$ cat src/rtl/wfc_pkg.sv
// Shared definitions for the weight fetch controller.
// WEIGHT_LOAD_EN adds the LOAD state used to write weights into the BRAM.
`timescale 1ns/1ps
package wfc_pkg;

  localparam int unsigned WFC_DEPTH = 28;
  localparam int unsigned WFC_AW    = 5;
  localparam int unsigned WFC_DW    = 16;

  typedef enum logic [1:0] {
    ST_IDLE  = 2'd0,
    ST_FETCH = 2'd1,
    ST_DRAIN = 2'd2
`ifdef WEIGHT_LOAD_EN
    ,
    ST_LOAD  = 2'd3
`endif
  } wfc_state_t;

endpackage

$ cat src/rtl/weight_skid_fifo.sv
// Two-entry skid FIFO for weight words; entry 0 is always the head, so the
// output is taken straight from a register and stays stable while stalled.
`timescale 1ns/1ps
module weight_skid_fifo #(
  parameter int unsigned DW = 16
) (
  input  logic          clk,
  input  logic          rst_n,
  input  logic          push,
  input  logic [DW-1:0] push_data,
  input  logic          push_last,
  input  logic          pop,
  output logic [DW-1:0] out_data,
  output logic          out_last,
  output logic          out_valid,
  output logic [1:0]    count
);

  logic [DW-1:0] data0, data1;
  logic          last0, last1;
  logic          push_ok, pop_ok;

  assign pop_ok    = pop && (count != 2'd0);
  assign push_ok   = push && ((count != 2'd2) || pop_ok);
  assign out_data  = data0;
  assign out_valid = (count != 2'd0);
  assign out_last  = last0 && out_valid;

  // Shift-style storage: pops move entry 1 into the head slot.
  always_ff @(posedge clk or negedge rst_n) begin
    if (!rst_n) begin
      data0 <= '0;
      data1 <= '0;
      last0 <= 1'b0;
      last1 <= 1'b0;
      count <= 2'd0;
    end else begin
      unique case ({push_ok, pop_ok})
        2'b10: begin
          if (count == 2'd0) begin
            data0 <= push_data;
            last0 <= push_last;
          end else begin
            data1 <= push_data;
            last1 <= push_last;
          end
          count <= count + 2'd1;
        end
        2'b01: begin
          data0 <= data1;
          last0 <= last1;
          count <= count - 2'd1;
        end
        2'b11: begin
          if (count == 2'd1) begin
            data0 <= push_data;
            last0 <= push_last;
          end else begin
            data0 <= data1;
            last0 <= last1;
            data1 <= push_data;
            last1 <= push_last;
          end
        end
        default: ;
      endcase
    end
  end

endmodule

$ cat src/rtl/weight_fetch_ctrl.sv
// Weight fetch controller: streams BRAM words 0..DEPTH-1 through a 2-entry
// skid FIFO with ready/valid flow control. Defining WEIGHT_LOAD_EN adds a
// LOAD state and LD_* ports for writing the BRAM.
`timescale 1ns/1ps
module weight_fetch_ctrl
  import wfc_pkg::*;
#(
  parameter int unsigned DEPTH = WFC_DEPTH,
  parameter int unsigned AW    = WFC_AW,
  parameter int unsigned DW    = WFC_DW
) (
  input  logic          CLK,
  input  logic          RST_N,
  input  logic          START,
  output logic          BUSY,
  output logic          DONE,
  output logic [AW-1:0] BRAM_ADDR,
  output logic          BRAM_EN,
  output logic          BRAM_WE,
  output logic [DW-1:0] BRAM_DI,
  input  logic [DW-1:0] BRAM_DO,
  output logic [DW-1:0] W_DATA,
  output logic          W_VALID,
  input  logic          W_READY,
  output logic          W_LAST
`ifdef WEIGHT_LOAD_EN
  ,
  input  logic          LD_START,
  input  logic          LD_VALID,
  input  logic [DW-1:0] LD_DATA,
  output logic          LD_READY
`endif
);

  localparam logic [AW-1:0] LAST_ADDR = AW'(DEPTH - 1);

  wfc_state_t    state_q, state_d;
  logic [AW-1:0] addr_q, addr_d;
  logic [AW-1:0] issue_addr;
  logic          issue_rd, ld_wr, done_d;
  logic          push, pop, room;
  logic [1:0]    fifo_cnt;
  logic [2:0]    occ_next;

  assign BUSY = (state_q != ST_IDLE);
  assign pop  = W_VALID && W_READY;
  // A read is in flight during every EN=1/WE=0 cycle; its data lands at the next edge.
  assign push = BRAM_EN && !BRAM_WE;

  // Words that will be buffered next cycle; a new read may only be issued
  // if that leaves space for it once it lands.
  assign occ_next = 3'(fifo_cnt) + 3'(push) - 3'(pop);
  assign room     = (occ_next < 3'd2);

`ifdef WEIGHT_LOAD_EN
  assign LD_READY = (state_q == ST_LOAD);
`endif

  // State and address counter registers.
  always_ff @(posedge CLK or negedge RST_N) begin
    if (!RST_N) begin
      state_q <= ST_IDLE;
      addr_q  <= '0;
    end else begin
      state_q <= state_d;
      addr_q  <= addr_d;
    end
  end

  // Next-state, read issue and load write decisions. The IDLE branch issues
  // address 0 itself so the registered EN is already high in the first
  // FETCH cycle. A START/LD_START coinciding with DONE is dropped.
  always_comb begin
    state_d    = state_q;
    addr_d     = addr_q;
    issue_rd   = 1'b0;
    issue_addr = addr_q;
    ld_wr      = 1'b0;
    done_d     = 1'b0;
    unique case (state_q)
      ST_IDLE: begin
        addr_d = '0;
        if (!DONE) begin
`ifdef WEIGHT_LOAD_EN
          if (LD_START) begin
            state_d = ST_LOAD;
          end else
`endif
          if (START) begin
            issue_rd   = 1'b1;
            issue_addr = '0;
            if (DEPTH == 1) begin
              state_d = ST_DRAIN;
            end else begin
              state_d = ST_FETCH;
              addr_d  = AW'(1);
            end
          end
        end
      end
      ST_FETCH: begin
        if (room) begin
          issue_rd = 1'b1;
          if (addr_q == LAST_ADDR) begin
            state_d = ST_DRAIN;
          end else begin
            addr_d = addr_q + AW'(1);
          end
        end
      end
      ST_DRAIN: begin
        if (pop && W_LAST) begin
          state_d = ST_IDLE;
          addr_d  = '0;
          done_d  = 1'b1;
        end
      end
`ifdef WEIGHT_LOAD_EN
      ST_LOAD: begin
        if (LD_VALID) begin
          ld_wr = 1'b1;
          if (addr_q == LAST_ADDR) begin
            state_d = ST_IDLE;
            addr_d  = '0;
            done_d  = 1'b1;
          end else begin
            addr_d = addr_q + AW'(1);
          end
        end
      end
`endif
      default: state_d = ST_IDLE;
    endcase
  end

  // Registered BRAM enable/address and the DONE pulse.
  always_ff @(posedge CLK or negedge RST_N) begin
    if (!RST_N) begin
      BRAM_EN   <= 1'b0;
      BRAM_ADDR <= '0;
      DONE      <= 1'b0;
    end else begin
      BRAM_EN <= issue_rd || ld_wr;
      DONE    <= done_d;
      if (issue_rd) begin
        BRAM_ADDR <= issue_addr;
      end else if (ld_wr) begin
        BRAM_ADDR <= addr_q;
      end else if (state_d == ST_IDLE) begin
        BRAM_ADDR <= '0;
      end
    end
  end

`ifdef WEIGHT_LOAD_EN
  // Registered write strobe and write data for the load path.
  always_ff @(posedge CLK or negedge RST_N) begin
    if (!RST_N) begin
      BRAM_WE <= 1'b0;
      BRAM_DI <= '0;
    end else begin
      BRAM_WE <= ld_wr;
      if (ld_wr) begin
        BRAM_DI <= LD_DATA;
      end
    end
  end
`else
  assign BRAM_WE = 1'b0;
  assign BRAM_DI = '0;
`endif

  weight_skid_fifo #(.DW(DW)) u_fifo (
    .clk       (CLK),
    .rst_n     (RST_N),
    .push      (push),
    .push_data (BRAM_DO),
    .push_last (BRAM_ADDR == LAST_ADDR),
    .pop       (pop),
    .out_data  (W_DATA),
    .out_last  (W_LAST),
    .out_valid (W_VALID),
    .count     (fifo_cnt)
  );

endmodule

$ cat config.mk
export PLATFORM = sky130hd
export DESIGN_NAME = weight_fetch_ctrl
export DESIGN_NICKNAME = d
export VERILOG_FILES = /design/src/rtl/wfc_pkg.sv /design/src/rtl/weight_skid_fifo.sv /design/src/rtl/weight_fetch_ctrl.sv
export SDC_FILE = /design/constraint.sdc
export NUM_CORES = 1
export LEC_CHECK = 0
export ABC_AREA = 1
export CORE_MARGIN = 5
export CORE_UTILIZATION = 40
export DETAILED_ROUTE_END_ITERATION = 10
export PLACE_DENSITY = 0.75
export REMOVE_ABC_BUFFERS = 1
export SYNTH_ARGS = -nofsm -noshare
export SYNTH_HDL_FRONTEND = slang
export SYNTH_SLANG_ARGS = --single-unit
export TNS_END_PERCENT = 30
$ cat constraint.sdc
create_clock -name CLK -period 9 [get_ports CLK]
set_clock_uncertainty 0.05 [all_clocks]
set_input_delay 0.9 -clock CLK [delete_from_list [all_inputs] [get_ports CLK]]
set_output_delay 0.9 -clock CLK [all_outputs]
set_load 0.02 [all_outputs]
# [Word-level counts from Yosys, hierarchy flattened]
# Index checks and enable logic that the tools add are counted.
[totals] reg_bits=50 output_inout_bits=43 word_cells=86
[classes] n_addsub=5 magnitude_cmp=1 n_eq_ne=15 n_mux=36 n_reduce_logical=19
[op_table] operator="16-bit two-way mux" n=4
[op_table] operator="16-bit case mux with 3 select lines" n=1
[op_table] operator="5-bit two-way mux" n=8
[op_table] operator="16-bit case mux with 2 select lines" n=1
[op_table] operator="5-bit case mux with 3 select lines" n=1
[op_table] operator="2-bit inequality test (second input constant)" n=6
[op_table] operator="1-bit two-way mux" n=11
[op_table] operator="5-bit equality test (second input constant)" n=2
[op_table] operator="2-bit two-way mux" n=5
[op_table] operator="2-bit nonzero test" n=5
[op_table] operator="2-bit by 1-bit equality test with 1-bit output (second input constant)" n=3
[op_table] operator="2-bit equality test (second input constant)" n=3
[op_table] operator="2-bit logical NOT" n=3
[op_table] operator="2-bit case mux with 3 select lines" n=1
[op_table] operator="3-bit nonzero test" n=2
[op_table] operator="5-bit by 1-bit adder with 5-bit output (second input constant)" n=1
[op_table] operator="1-bit logical AND" n=5
[op_table] operator="1-bit case mux with 2 select lines" n=2
[op_table] operator="2-bit case mux with 2 select lines" n=1
[op_table] operator="4-bit AND reduction" n=1
[op_table] operator="2-bit by 1-bit adder with 3-bit output" n=1
[op_table] operator="3-bit by 2-bit less-than comparator with 1-bit output (second input constant)" n=1
[op_table] operator="1-bit case mux with 3 select lines" n=1
[op_table] operator="3-bit AND reduction" n=1
[op_table] operator="6 further kinds" n=6

# [Depth between registers and ports, before layout]
[logic_depth] word_depth=9 depth_mapped=19 ltp_nobuf=18

# [Cells and area by module]
# Synthesis repeated with hierarchy kept, for this count alone.
[hier_totals] cells_unflattened=461 area_unflattened_um2=3259.4
[modules_own_cells] mod="weight_skid_fifo" instances=1 cells_per_inst=323 area_per_inst_um2=2174.6 seq_area_each_um2=900.9
[modules_own_cells] mod="weight_fetch_ctrl" instances=1 cells_per_inst=138 area_per_inst_um2=1084.8 seq_area_each_um2=350.3

# [Least setup slack after synthesis]
# No wires, ideal clock.
[synth_timing] kind="input port to flip-flop" from="in W_READY" to="reg addr_q[3]" setup_time_ps=77 arrival_time_ps=2941 required_time_ps=8873 setup_slack_ps=5931 path_stages=14 path_cell_list="nand2_4 -> inv_2 -> buf_2 -> ha_1 -> or2_2 -> fa_1 -> nand2_1 -> nor2_1 -> nand2_1 -> nand2_1 -> nand2_2 -> inv_1 -> nand2_1 -> a21oi_1"
[synth_between] elab_chain_len=5 elab_cells_between_ends=7
[synth_lines] element="from (decl)" line_no="weight_fetch_ctrl.sv:24" text="input logic W_READY,"
[synth_lines] element="1-bit logical AND *" line_no="weight_fetch_ctrl.sv:46" text="assign pop = W_VALID && W_READY;"
[synth_lines] element="3-bit by 1-bit subtractor with 3-bit output" line_no="weight_fetch_ctrl.sv:52" text="assign occ_next = 3'(fifo_cnt) + 3'(push) - 3'(pop);"
[synth_lines] element="3-bit by 2-bit less-than comparator with 1-bit output" line_no="weight_fetch_ctrl.sv:53" text="assign room = (occ_next < 3'd2);"
[synth_lines] element="2-bit inequality test (no line)"
[synth_lines] element="4-bit AND reduction (no line) *"
[synth_lines] element="to (signal assigned)" line_no="weight_fetch_ctrl.sv:66" text="addr_q <= addr_d;"
[synth_lines] element="to (decl)" line_no="weight_fetch_ctrl.sv:38" text="logic [AW-1:0] addr_q, addr_d;"
# Every way passes the cells marked *; elsewhere a longest branch is shown, timed or not.
# A chain may end at the register's enable or synchronous reset.

# [Worst setup path after layout]
# Same ends and word-level chain as after synthesis.

==> results.txt <==
* Count of cell types in the netlist: 29
* Sinks on the clock net: 50
* CP required: 9.18 ns
* Root buf cell: clkbuf_8
- Together, buffers and inverters on the worst path number 3.
* Via count of the first global-routing pass: 2097
* Post-CTS repair timing setup buffer count: 0
* Worst setup slack before clock tree synthesis: 5.183 ns
* Top cell type by total area after synthesis: dfrtp_1
* Maximum number of pins on one net before global-route repair: 51
- DRC: 0
* Slowest library cell on the worst path: clkdlybuf4s50_1
* Leading cell types by total area after synthesis: dfrtp_1, nand2_1, buf_4
- Total area of sequential cells: 1251 µm²
* Final global-route overflow total: 0
- Post-route antenna net violation count: 0
- Cell-by-cell listing of the critical path: clkdlybuf4s50_1 > nand2_4 > inv_2 > ha_1 > or2_2 > fa_1 > nand2_1 > nor2_1 > nand2_1 > nand2_1 > nand2_2 > inv_1 > nand2_1 > a21oi_1
- Hold repair after CTS inserted 0 buffers.
* Top cell by count, worst path: nand2_1
* Count of final max-slew check failures: 0
* Floorplan row count: 29
- Clock-pin slew was measured on the worst setup and hold paths at 0.09 ns.
- Maximum achievable frequency: 285.8 MHz
- Transition time at the pin with the least slew margin: 1.131 ns
- Summed over all nets, the half-perimeter wirelength after detailed placement is 3901 µm.
* CTS Buffer Depth: 2
- CTS built an H-tree with a depth of 2.
* Worst-case setup margin in the final layout: 5.501 ns
- Total number of nets in the final design: 393
- Family of cells with the greatest summed delay on the critical path: buffers and inverters
* Total global routing track utilization: 14.04%
- The first global-routing pass estimated 9625 µm of wire.
- Netlist area before placement: 2615 µm²
- Effective utilization at floorplan: 41.18%
* Vias: 2068
- The die covers 8255 µm².
- Crit path arrival time: 3.68 ns
* Vias per inst: 4.689
- Gates resized during post-CTS repair numbered 0.
* Antenna diode count: 0
* Chip Height: 90.86 µm
* Num ports: 63
- The later pin in the worst-skew pair is clocked with a latency of 0.30 ns.
* Hold slack: 0.4472 ns
- For this run, the number of Yosys warnings is 0.
* Time the final worst path needs with I/O delays and setup: 3.499 ns
* Top cell type's share of synthesized area: 47.85%
* Antenna violations before repair: 0
- Worst setup path category: in -> reg
- The first routing iteration left 81 violations.
- Run status: finished clean
* Number of maximum-capacitance violations: 0
- Number of search-and-repair iterations in the first detailed-routing pass: 6
- Compared with the post-synthesis result, the final layout area differs by 20.10%.
* Crit path largest cell delay: 0.53 ns
- Cts bufs inserted: 5
- Leaving out fill and tap cells, the most frequent cell in the layout is nand2_1.
- For this design the ratio of total power to cell area is 330.2 nW/µm².
- STA classifies the critical path endpoint as a flop.
* Share of synthesized area occupied by flip-flops and latches: 47.85%
- The number of failing hold endpoints at the final stage is 0.
- Worst Setup Start Kind: input pin
- In the final routed layout, each cell accounts on average for 12.22 µm.
- For this design the static power due to leakage is 0.001534 µW.
- After layout, the worst path uses 38.87% of the clock period.
- Area used by multi-input combinational logic: 1094 µm²
- Headroom to the max-slew limit: 24.39%
- Setup repair after global routing left no endpoint under its margin.
* Number of port buffers: 45
- Along the worst path, the maximum fanout reaches 19.
- Sum of negative setup slack: 0 ns
* Clock tree from TritonCTS: built
- Final RePlAce weighted congestion: 0.8473
- Finish-stage setup viols: 0
* Avg Inst Size Synth: 8.146 µm²
- Path type of the worst min-delay path: reg -> reg
* Worst vdd ir: 154.0 µV
* Fill cells: 596
- Width of the die: 90.86 µm
* Most frequent cells in the layout: nand2_1, dfrtp_1, clkdlybuf4s50_1
* Synthesized instance count: 321
- Post-detailed-routing wire length: 5388 µm
- Share of layout cells above drive strength 1: 5.495%
- The synthesized design contains 50 register bits.
- The floorplan step defined a core boundary enclosing 6350 µm².
[per-layer routing]
metal / track usage, % / routed length (µm) / vias to the layer above
li1: - / - / 1075
met1: 17.79 / 2448 / 920
met2: 23.00 / 2503 / 64
met3: 4.500 / 367 / 9
met4: 3.912 / 69 / 0
met5: 0 / 0 / -
[power breakdown]
part | internal [µW] | switching, µW
registers | 317 | 52.1
clock network | 63.3 | 75.3
logic | 206 | 323
total | 587 | 450
[kinds of logic (layout without fill, tap and decap cells)]
group | count (synthesis) | count (layout) | share of synthesized area, %
simple gates | 140 | 140 | 22.39
buf+inv | 67 | 94 | 12.63
compound gates | 50 | 50 | 10.91
flops | 50 | 50 | 47.85
fa+ha+maj | 10 | 10 | 5.072
xor+xnor | 3 | 3 | 1.005
other cells | 1 | 17 | 0.1434
[state kept, by name, summed over array words and instances, names as in the netlist]
name	count
u_fifo.count	2
u_fifo.data1	16
BRAM_EN	1
state_q	2
DONE	1
addr_q	5
u_fifo.out_data	16
BRAM_ADDR	5
u_fifo.last1	1
u_fifo.last0	1
[layout make-up]
class                           instances  area share, %
Clock buffer                            6          2.629
Clock inverter                          2         0.5578
Inverter                               41          4.900
Multi-Input combinational cell        220          34.82
Sequential cell                        50          39.84
Tap cell                               77          3.068
Timing Repair Buffer                   45          14.18
[tightest hold or removal path, stage by stage (launching register included)]
cell and delay (ns):
dfrtp_1 0.36, nand2_1 0.05, o21ai_0 0.06
[cell usage after synthesis]
cell type and count:
buf_2 5, nand4_1 1, xnor2_1 2, nor3_1 1, clkbuf_1 1, or2_2 1
o21bai_1 1, dfrtp_1 50, nor2_1 28, nor2_2 2, o21ai_0 19, o211ai_2 1
o22ai_1 1, buf_4 19, nand3_1 27, nand2_2 3, xor2_1 1, nand2_4 1
fa_1 1, o21ai_1 5, o211ai_1 1, clkbuf_2 1, a21oi_1 5, conb_1 1
ha_1 9, inv_2 3, inv_1 38, a31oi_1 17, nand2_1 76
[stage by stage]
step	instance area [µm²]	util [%]	total power [µW]	std cells
2_1_floorplan	2499	-	716.6	311
3_3_place_gp	3040	47.88	887.5	433
3_5_place_dp	3040	47.88	908.2	433
4_1_cts	3141	49.46	1050	441
5_1_grt	3141	49.46	1134	441
6_report	3141	49.46	1037	441
[worst paths after layout]
| path | start | to | slack [ns] | cells after the start |
|---|---|---|---|---|
| min reg2reg | u_fifo.data1[2] | u_fifo.data1[2] | 0.45 | 2 |
| min in group asynchronous | RST_N | u_fifo.out_data[4] | 0.73 | 1 |
| max | W_READY | addr_q[3] | 5.50 | 14 |
| max in group asynchronous | RST_N | u_fifo.out_data[9] | 7.49 | 1 |
| min | u_fifo.data1[2] | u_fifo.data1[2] | 0.45 | 2 |
| max reg2reg | u_fifo.count[1] | addr_q[3] | 5.80 | 16 |
(Power assumes the default switching activity.)
